===== config.mk =====
export PLATFORM = sky130hd
export DESIGN_NAME = vadd_float_packer
export DESIGN_NICKNAME = d
export VERILOG_FILES = /design/src/rtl/vadd_float_packer.sv
export SDC_FILE = /design/constraint.sdc
export NUM_CORES = 2
export LEC_CHECK = 0
export ABC_AREA = 1
export BUFFER_PORTS_ARGS = -buffer_cell sky130_fd_sc_hd__buf_2
export CAP_MARGIN = 30
export CORE_MARGIN = 2
export CORE_UTILIZATION = 40
export CTS_BUF_LIST = sky130_fd_sc_hd__clkbuf_8
export DETAILED_ROUTE_END_ITERATION = 7
export GPL_TIMING_DRIVEN = 0
export SYNTH_ARGS = -nofsm -noshare
export SYNTH_HDL_FRONTEND = slang
export SYNTH_SLANG_ARGS = --single-unit

===== constraint.sdc =====
create_clock -name ap_aclk -period 36.2 [get_ports ap_aclk]
set_input_delay 3.62 -clock ap_aclk [delete_from_list [all_inputs] [get_ports ap_aclk]]
set_output_delay 3.62 -clock ap_aclk [all_outputs]
set_load 0.05 [all_outputs]

===== src/rtl/vadd_float_packer.sv =====
// Packs a narrow AXI4-Stream of float sums into wide words; tlast flushes a partial word.
// Optional build macro VADD_FLOAT_PACKER_ZERO_PAD_EN: zero data of unkept lanes and reset data registers.
module vadd_float_packer #(
    parameter int C_S_AXIS_TDATA_WIDTH = 32,
    parameter int C_M_AXIS_TDATA_WIDTH = 512
) (
    input  logic                              ap_aclk,
    input  logic                              ap_areset,
    input  logic                              s_axis_tvalid,
    output logic                              s_axis_tready,
    input  logic [C_S_AXIS_TDATA_WIDTH-1:0]   s_axis_tdata,
    input  logic [C_S_AXIS_TDATA_WIDTH/8-1:0] s_axis_tkeep,
    input  logic                              s_axis_tlast,
    output logic                              m_axis_tvalid,
    input  logic                              m_axis_tready,
    output logic [C_M_AXIS_TDATA_WIDTH-1:0]   m_axis_tdata,
    output logic [C_M_AXIS_TDATA_WIDTH/8-1:0] m_axis_tkeep,
    output logic                              m_axis_tlast,
    output logic [31:0]                       word_count
);

    localparam int LP_S      = C_S_AXIS_TDATA_WIDTH;
    localparam int LP_M      = C_M_AXIS_TDATA_WIDTH;
    localparam int LP_SK     = LP_S / 8;
    localparam int LP_MK     = LP_M / 8;
    localparam int LP_RATIO  = LP_M / LP_S;
    localparam int LP_LANE_W = (LP_RATIO > 1) ? $clog2(LP_RATIO) : 1;
    localparam logic [LP_LANE_W-1:0] LP_LAST_LANE = LP_LANE_W'(LP_RATIO - 1);

    logic [LP_M-1:0]      r_accData;
    logic [LP_MK-1:0]     r_accKeep;
    logic                 r_accLast;
    logic                 r_accPending;
    logic [LP_LANE_W-1:0] r_lane;
    logic [LP_M-1:0]      r_outData;
    logic [LP_MK-1:0]     r_outKeep;
    logic                 r_outLast;
    logic                 r_outValid;
    logic [31:0]          r_wordCount;

    logic                 w_inHs;
    logic                 w_outFree;
    logic                 w_complete;
    logic [LP_M-1:0]      w_mergeData;
    logic [LP_MK-1:0]     w_mergeKeep;
    logic [LP_M-1:0]      w_accOutData;
    logic [LP_M-1:0]      w_beatOutData;

    assign s_axis_tready = ~r_accPending;
    assign w_inHs        = s_axis_tvalid & ~r_accPending;
    assign w_outFree     = ~r_outValid | m_axis_tready;
    assign w_complete    = w_inHs & ((r_lane == LP_LAST_LANE) | s_axis_tlast);

    assign m_axis_tvalid = r_outValid;
    assign m_axis_tdata  = r_outData;
    assign m_axis_tkeep  = r_outKeep;
    assign m_axis_tlast  = r_outLast;
    assign word_count    = r_wordCount;

    // Accumulator with the current beat dropped into its lane; keeps above that lane are zero.
    always_comb begin
        w_mergeData = r_accData;
        w_mergeKeep = '0;
        for (int i = 0; i < LP_RATIO; i++) begin
            if (LP_LANE_W'(i) == r_lane) begin
                w_mergeData[i*LP_S +: LP_S]  = s_axis_tdata;
                w_mergeKeep[i*LP_SK +: LP_SK] = s_axis_tkeep;
            end else if (LP_LANE_W'(i) < r_lane) begin
                w_mergeKeep[i*LP_SK +: LP_SK] = r_accKeep[i*LP_SK +: LP_SK];
            end
        end
    end

`ifdef VADD_FLOAT_PACKER_ZERO_PAD_EN
    always_comb begin
        w_accOutData  = r_accData;
        w_beatOutData = w_mergeData;
        for (int i = 0; i < LP_RATIO; i++) begin
            if (r_accKeep[i*LP_SK +: LP_SK] == '0) begin
                w_accOutData[i*LP_S +: LP_S] = '0;
            end
            if (w_mergeKeep[i*LP_SK +: LP_SK] == '0) begin
                w_beatOutData[i*LP_S +: LP_S] = '0;
            end
        end
    end
`else
    assign w_accOutData  = r_accData;
    assign w_beatOutData = w_mergeData;
`endif

    // A pending accumulator always drains first; input is stalled while it waits, so the branches are exclusive.
    always_ff @(posedge ap_aclk) begin
        if (ap_areset) begin
            r_lane       <= '0;
            r_accKeep    <= '0;
            r_accLast    <= 1'b0;
            r_accPending <= 1'b0;
            r_outKeep    <= '0;
            r_outLast    <= 1'b0;
            r_outValid   <= 1'b0;
            r_wordCount  <= '0;
        end else begin
            if (r_outValid & m_axis_tready) begin
                r_outValid  <= 1'b0;
                r_wordCount <= r_wordCount + 32'd1;
            end
            if (r_accPending & w_outFree) begin
                r_outKeep    <= r_accKeep;
                r_outLast    <= r_accLast;
                r_outValid   <= 1'b1;
                r_accPending <= 1'b0;
                r_lane       <= '0;
                r_accKeep    <= '0;
            end else if (w_complete & w_outFree) begin
                r_outKeep  <= w_mergeKeep;
                r_outLast  <= s_axis_tlast;
                r_outValid <= 1'b1;
                r_lane     <= '0;
                r_accKeep  <= '0;
            end else if (w_complete) begin
                r_accKeep    <= w_mergeKeep;
                r_accLast    <= s_axis_tlast;
                r_accPending <= 1'b1;
            end else if (w_inHs) begin
                r_accKeep <= w_mergeKeep;
                r_lane    <= r_lane + LP_LANE_W'(1);
            end
        end
    end

    // Data registers mirror the control branches above and are reset only in the zero-pad build.
    always_ff @(posedge ap_aclk) begin
`ifdef VADD_FLOAT_PACKER_ZERO_PAD_EN
        if (ap_areset) begin
            r_accData <= '0;
            r_outData <= '0;
        end else
`endif
        begin
            if (r_accPending & w_outFree) begin
                r_outData <= w_accOutData;
            end else if (w_complete & w_outFree) begin
                r_outData <= w_beatOutData;
            end else if (w_inHs) begin
                r_accData <= w_mergeData;
            end
        end
    end

endmodule


==> results <==
- Summed over all layers, the routed wires come to 176,100 microns.
- The detailed-route wire length on metal 1 is 72,860 microns.
- The reported leakage power is around 25 nW.
- Headroom to the max-slew limit came out at 28.23%.
- The final worst slack is 30.57 ns.
- The number of global-route vias before repair is around 37,000.
- The clock insertion delay at the later pin of the skew report is 0.94 ns.
- Synthesis handed over a netlist of between 5,000 and 6,000 instances.
- In this run the count of I/O pins placed on the die edge is between 600 and 700.
- TritonCTS built the clock tree.
- The wire length per cell is 22.88 microns.
- The maximum number of pins on one net before global-route repair is between 150 and 200.
- The post-synthesis to final-layout area growth is 19.53%.
- The fraction of synthesized cell area taken by the top area cell type is between 60 and 70%.
- The clock arrives with slightly above 0.05 ns of skew.
- In this run the core area contains approximately 130 standard-cell rows.
- The maximum vdd ir drop is 0.03594 mV.
- Among all flip-flop cells after synthesis, the most frequent one is sky130_fd_sc_hd__edfxtp_1.
- After legalization and detailed placement, the total HPWL measured 125,100 microns.
- Data on the critical path arrives at its endpoint at 6.24 ns.
- The share of the yosys chip area belonging to registers is 68.03%.
- The maximum achievable frequency is ~180 MHz.
- Setup total negative slack on the finished layout was measured at 0 ns.
- The first global-routing pass estimated 249,600 microns of wire.
- The placer congestion estimate is just under 0.9.
- The count of nets left with antenna violations once routing finished came out at 0.
- By area the synthesized netlist is led by sky130_fd_sc_hd__edfxtp_1 (61%), sky130_fd_sc_hd__nand2_1 (18%), sky130_fd_sc_hd__dfxtp_1 (6.7%).
- The worst path uses 15.56% of the clock period.
- The core region is 124,100 sq um.
- Routed signal wires occupy layers up through met4.
- The cell area power density is 51.76 nW/um^2.
- The post-route netlist has a little under a fifth of its cells at a drive strength greater than 1.
- Once layout is done, the placed cells without fillers occupy between 50,000 and 60,000 sq um.
- The endpoint type of the worst setup path is a flip-flop.
- The count of pins over their slew limit came to 0.
- The synthesized design contains 1,192 register bits.
- The total overflow left after global routing is 0.
- The global router's overall resource usage is 26.77%.
- In the routed layout, each cell is associated on average with a via count of 5.289.
- No sink is reached through more buffers than the 3 on the longest clock path.
- The initial core utilization is between 40 and 50%.
- The detailed-router iteration count before antenna repair is 7.
- The summed instance area of the synthesized netlist is roughly 50,000 sq um.
- Buffers added to address setup during post-CTS repair amount to 0.
- The hold buffer count at CTS is 0.
- The biggest fanout along the worst timing path is around 160.
- After detailed routing, the number of remaining DRC violations is 0.
- The count of buffers from port buffering is 651.
- Setup slack on the worst reg-to-reg path comes out at between 30 and 40 ns.
- The final number of hold-violating endpoints was 0.
- The number of unique standard cell types used by synthesis is between 40 and 50.
- The height of the die is 358.1 microns.
- The sink count of the clock tree is 1,192.
- Setup repair after global routing left no endpoint under its margin.
- The die covers 128,200 sq um.
- The kind of path behind the tightest hold check is reg -> reg.
- The synthesized design spends more area on one cell type than any other, namely sky130_fd_sc_hd__edfxtp_1.
- The wire length on met2 is 78,580 microns.
- After the last flow step, the layout net total stands at 5,934.
- The number of nets in the synthesized netlist is between 5,000 and 6,000.
- The most instantiated library cell after synthesis is sky130_fd_sc_hd__nand2_1.
- The placed instances occupy a cell area of 56,130 sq um.
- The TritonCTS buffer count is slightly below 200.
- Hold timing on the final database bottoms out at a slack of 0.4521 ns.
- The number of antenna violations at the first check in global routing came to 11.
- STA puts the critical path data required time at ~37 ns.
- The number of max-cap violations is 0.
- The run finished with clean final reports.
- During synthesis, Yosys emitted a total of 0 warnings.
- The count of H-tree levels built during CTS is 4.
- The tree is rooted in a sky130_fd_sc_hd__clkbuf_8.
- After clock tree synthesis, the clock-pin slew on the worst setup and hold paths is 0.06 ns.
- The average instance area after synthesis is 10.02 sq um.
- The detailed router finished its first iteration with 5,522 violations.
- The number of gates resized after CTS was 0.
- The detailed-route via count is 40,710.
- The number of enable-type register cells in the synthesized netlist is 1,024.
- By count the netlist is led by sky130_fd_sc_hd__nand2_1 (2,342), sky130_fd_sc_hd__edfxtp_1 (1,024), sky130_fd_sc_hd__o21ai_0 (475).
- After synthesis, the share of flip-flops with an asynchronous set or reset is 0%.
- The post-route minimum period is 5.632 ns.
- In this run the horizontal extent of the chip is about 360 microns.
- Overall power consumption after layout is estimated at 3.102 mW.
- The final number of setup-violating endpoints is 0.
- The kind of launch point of the worst setup path is a primary input.
- At the placement stage, the worst setup path has a slack of approximately 30 ns.
- The transition time at the pin with the least slew margin is about 1.1 ns.
- The critical path in this run is classified as in -> reg.
- The fill cell instance count of the final layout is 11,490.
- Summed over all nets, wire length on met3 after detailed routing comes to about 18,000 microns.
==> critical path: stages <==
cell and delay (ns):
sky130_fd_sc_hd__buf_2 0.11, sky130_fd_sc_hd__nand2_1 0.13, sky130_fd_sc_hd__inv_1 0.09, sky130_fd_sc_hd__o21ai_2 0.09, sky130_fd_sc_hd__nand2_2 0.09, sky130_fd_sc_hd__nand2_4 0.17
sky130_fd_sc_hd__inv_16 0.20, sky130_fd_sc_hd__nor2_4 0.43, sky130_fd_sc_hd__buf_12 0.27, sky130_fd_sc_hd__buf_12 0.23, sky130_fd_sc_hd__buf_12 0.22, sky130_fd_sc_hd__buf_12 0.21
sky130_fd_sc_hd__buf_12 0.22
==> metrics by stage <==
step | instances | utilization (%)
floorplan | 5004 | -
global placement | 7292 | 44.67
detailed placement | 7327 | 45.22
CTS | 7688 | 48.26
global route | 7690 | 48.28
finish | 7697 | 48.29
==> final cells by class <==
cell class                      count  area [sq um]  area share, %
Sequential cell                  1192         34110          56.91
Multi-Input combinational cell   3343         14060          23.45
Timing Repair Buffer              687          3931          6.559
Clock buffer                      208          2863          4.776
Tap cell                         1637          2048          3.417
Buffer                            315          1398          2.332
Clock inverter                    153         910.9          1.520
Inverter                          154         596.8         0.9957
Antenna cell                        8         20.02        0.03340
==> state kept, by name, indices dropped and copies added, names as in the netlist <==
signal,count
word_count,32
m_axis_tdata,512
r_accData,512
r_lane,4
r_accKeep,64
m_axis_tkeep,64
r_accLast,1
m_axis_tvalid,1
r_accPending,1
m_axis_tlast,1
==> logic make-up (layout without fill, tap and decap cells) <==
family	Yosys count	in the layout	synth area share [%]
simple gates	2515	2515	19.28
flops	1192	1192	68.03
compound gates	806	806	8.297
buf+inv	469	1517	3.950
mux	12	12	0.2396
xor+xnor	6	6	0.1048
fa+ha+maj	4	4	0.09981
other cells	0	8	0
==> placed cells by master, fill, tap and decap left out, types with 11 or more instances in the layout <==
master,synthesis,layout
sky130_fd_sc_hd__nand2_1,2342,2342
sky130_fd_sc_hd__edfxtp_1,1024,1024
sky130_fd_sc_hd__buf_2,87,738
sky130_fd_sc_hd__o21ai_0,475,475
sky130_fd_sc_hd__clkbuf_8,0,208
sky130_fd_sc_hd__inv_1,143,196
sky130_fd_sc_hd__o21ai_1,180,180
sky130_fd_sc_hd__clkbuf_1,168,168
sky130_fd_sc_hd__dfxtp_1,168,168
sky130_fd_sc_hd__a21oi_1,92,92
sky130_fd_sc_hd__nor2_1,87,86
sky130_fd_sc_hd__clkinv_1,1,56
sky130_fd_sc_hd__buf_1,37,37
sky130_fd_sc_hd__nand3_1,30,30
sky130_fd_sc_hd__o22ai_1,28,28
sky130_fd_sc_hd__clkinv_2,0,28
sky130_fd_sc_hd__buf_12,0,18
sky130_fd_sc_hd__buf_4,16,16
sky130_fd_sc_hd__nand2_2,13,13
sky130_fd_sc_hd__mux2i_1,12,12
sky130_fd_sc_hd__buf_8,0,12
sky130_fd_sc_hd__o21ai_2,11,11
sky130_fd_sc_hd__o21a_1,11,11
==> report_power, final <==
group          switching (mW)  internal (mW)  total [mW]
registers              0.0377           1.59        1.62
logic                   0.255         0.0644       0.319
clock network           0.570          0.590        1.16
==> final timing paths <==
path / startpoint / end / cells after the start
max: s_axis_tvalid / r_accData[222]$_DFFE_PP_ / 13
min: m_axis_tkeep[43]$_SDFFE_PP0P_ / m_axis_tkeep[43]$_SDFFE_PP0P_ / 2
max reg2reg: r_lane[0]$_SDFFE_PP0P_ / r_accData[222]$_DFFE_PP_ / 13
min reg2reg: m_axis_tkeep[43]$_SDFFE_PP0P_ / m_axis_tkeep[43]$_SDFFE_PP0P_ / 2
==> routing by layer <==
metal	vias up	global-route usage, %
met1	19590	37.74
met2	2252	40.13
li1	18580	-
met3	292	5.766
met4	0	11.05
met5	-	0
No activity file was read; power rests on OpenSTA's default activity.
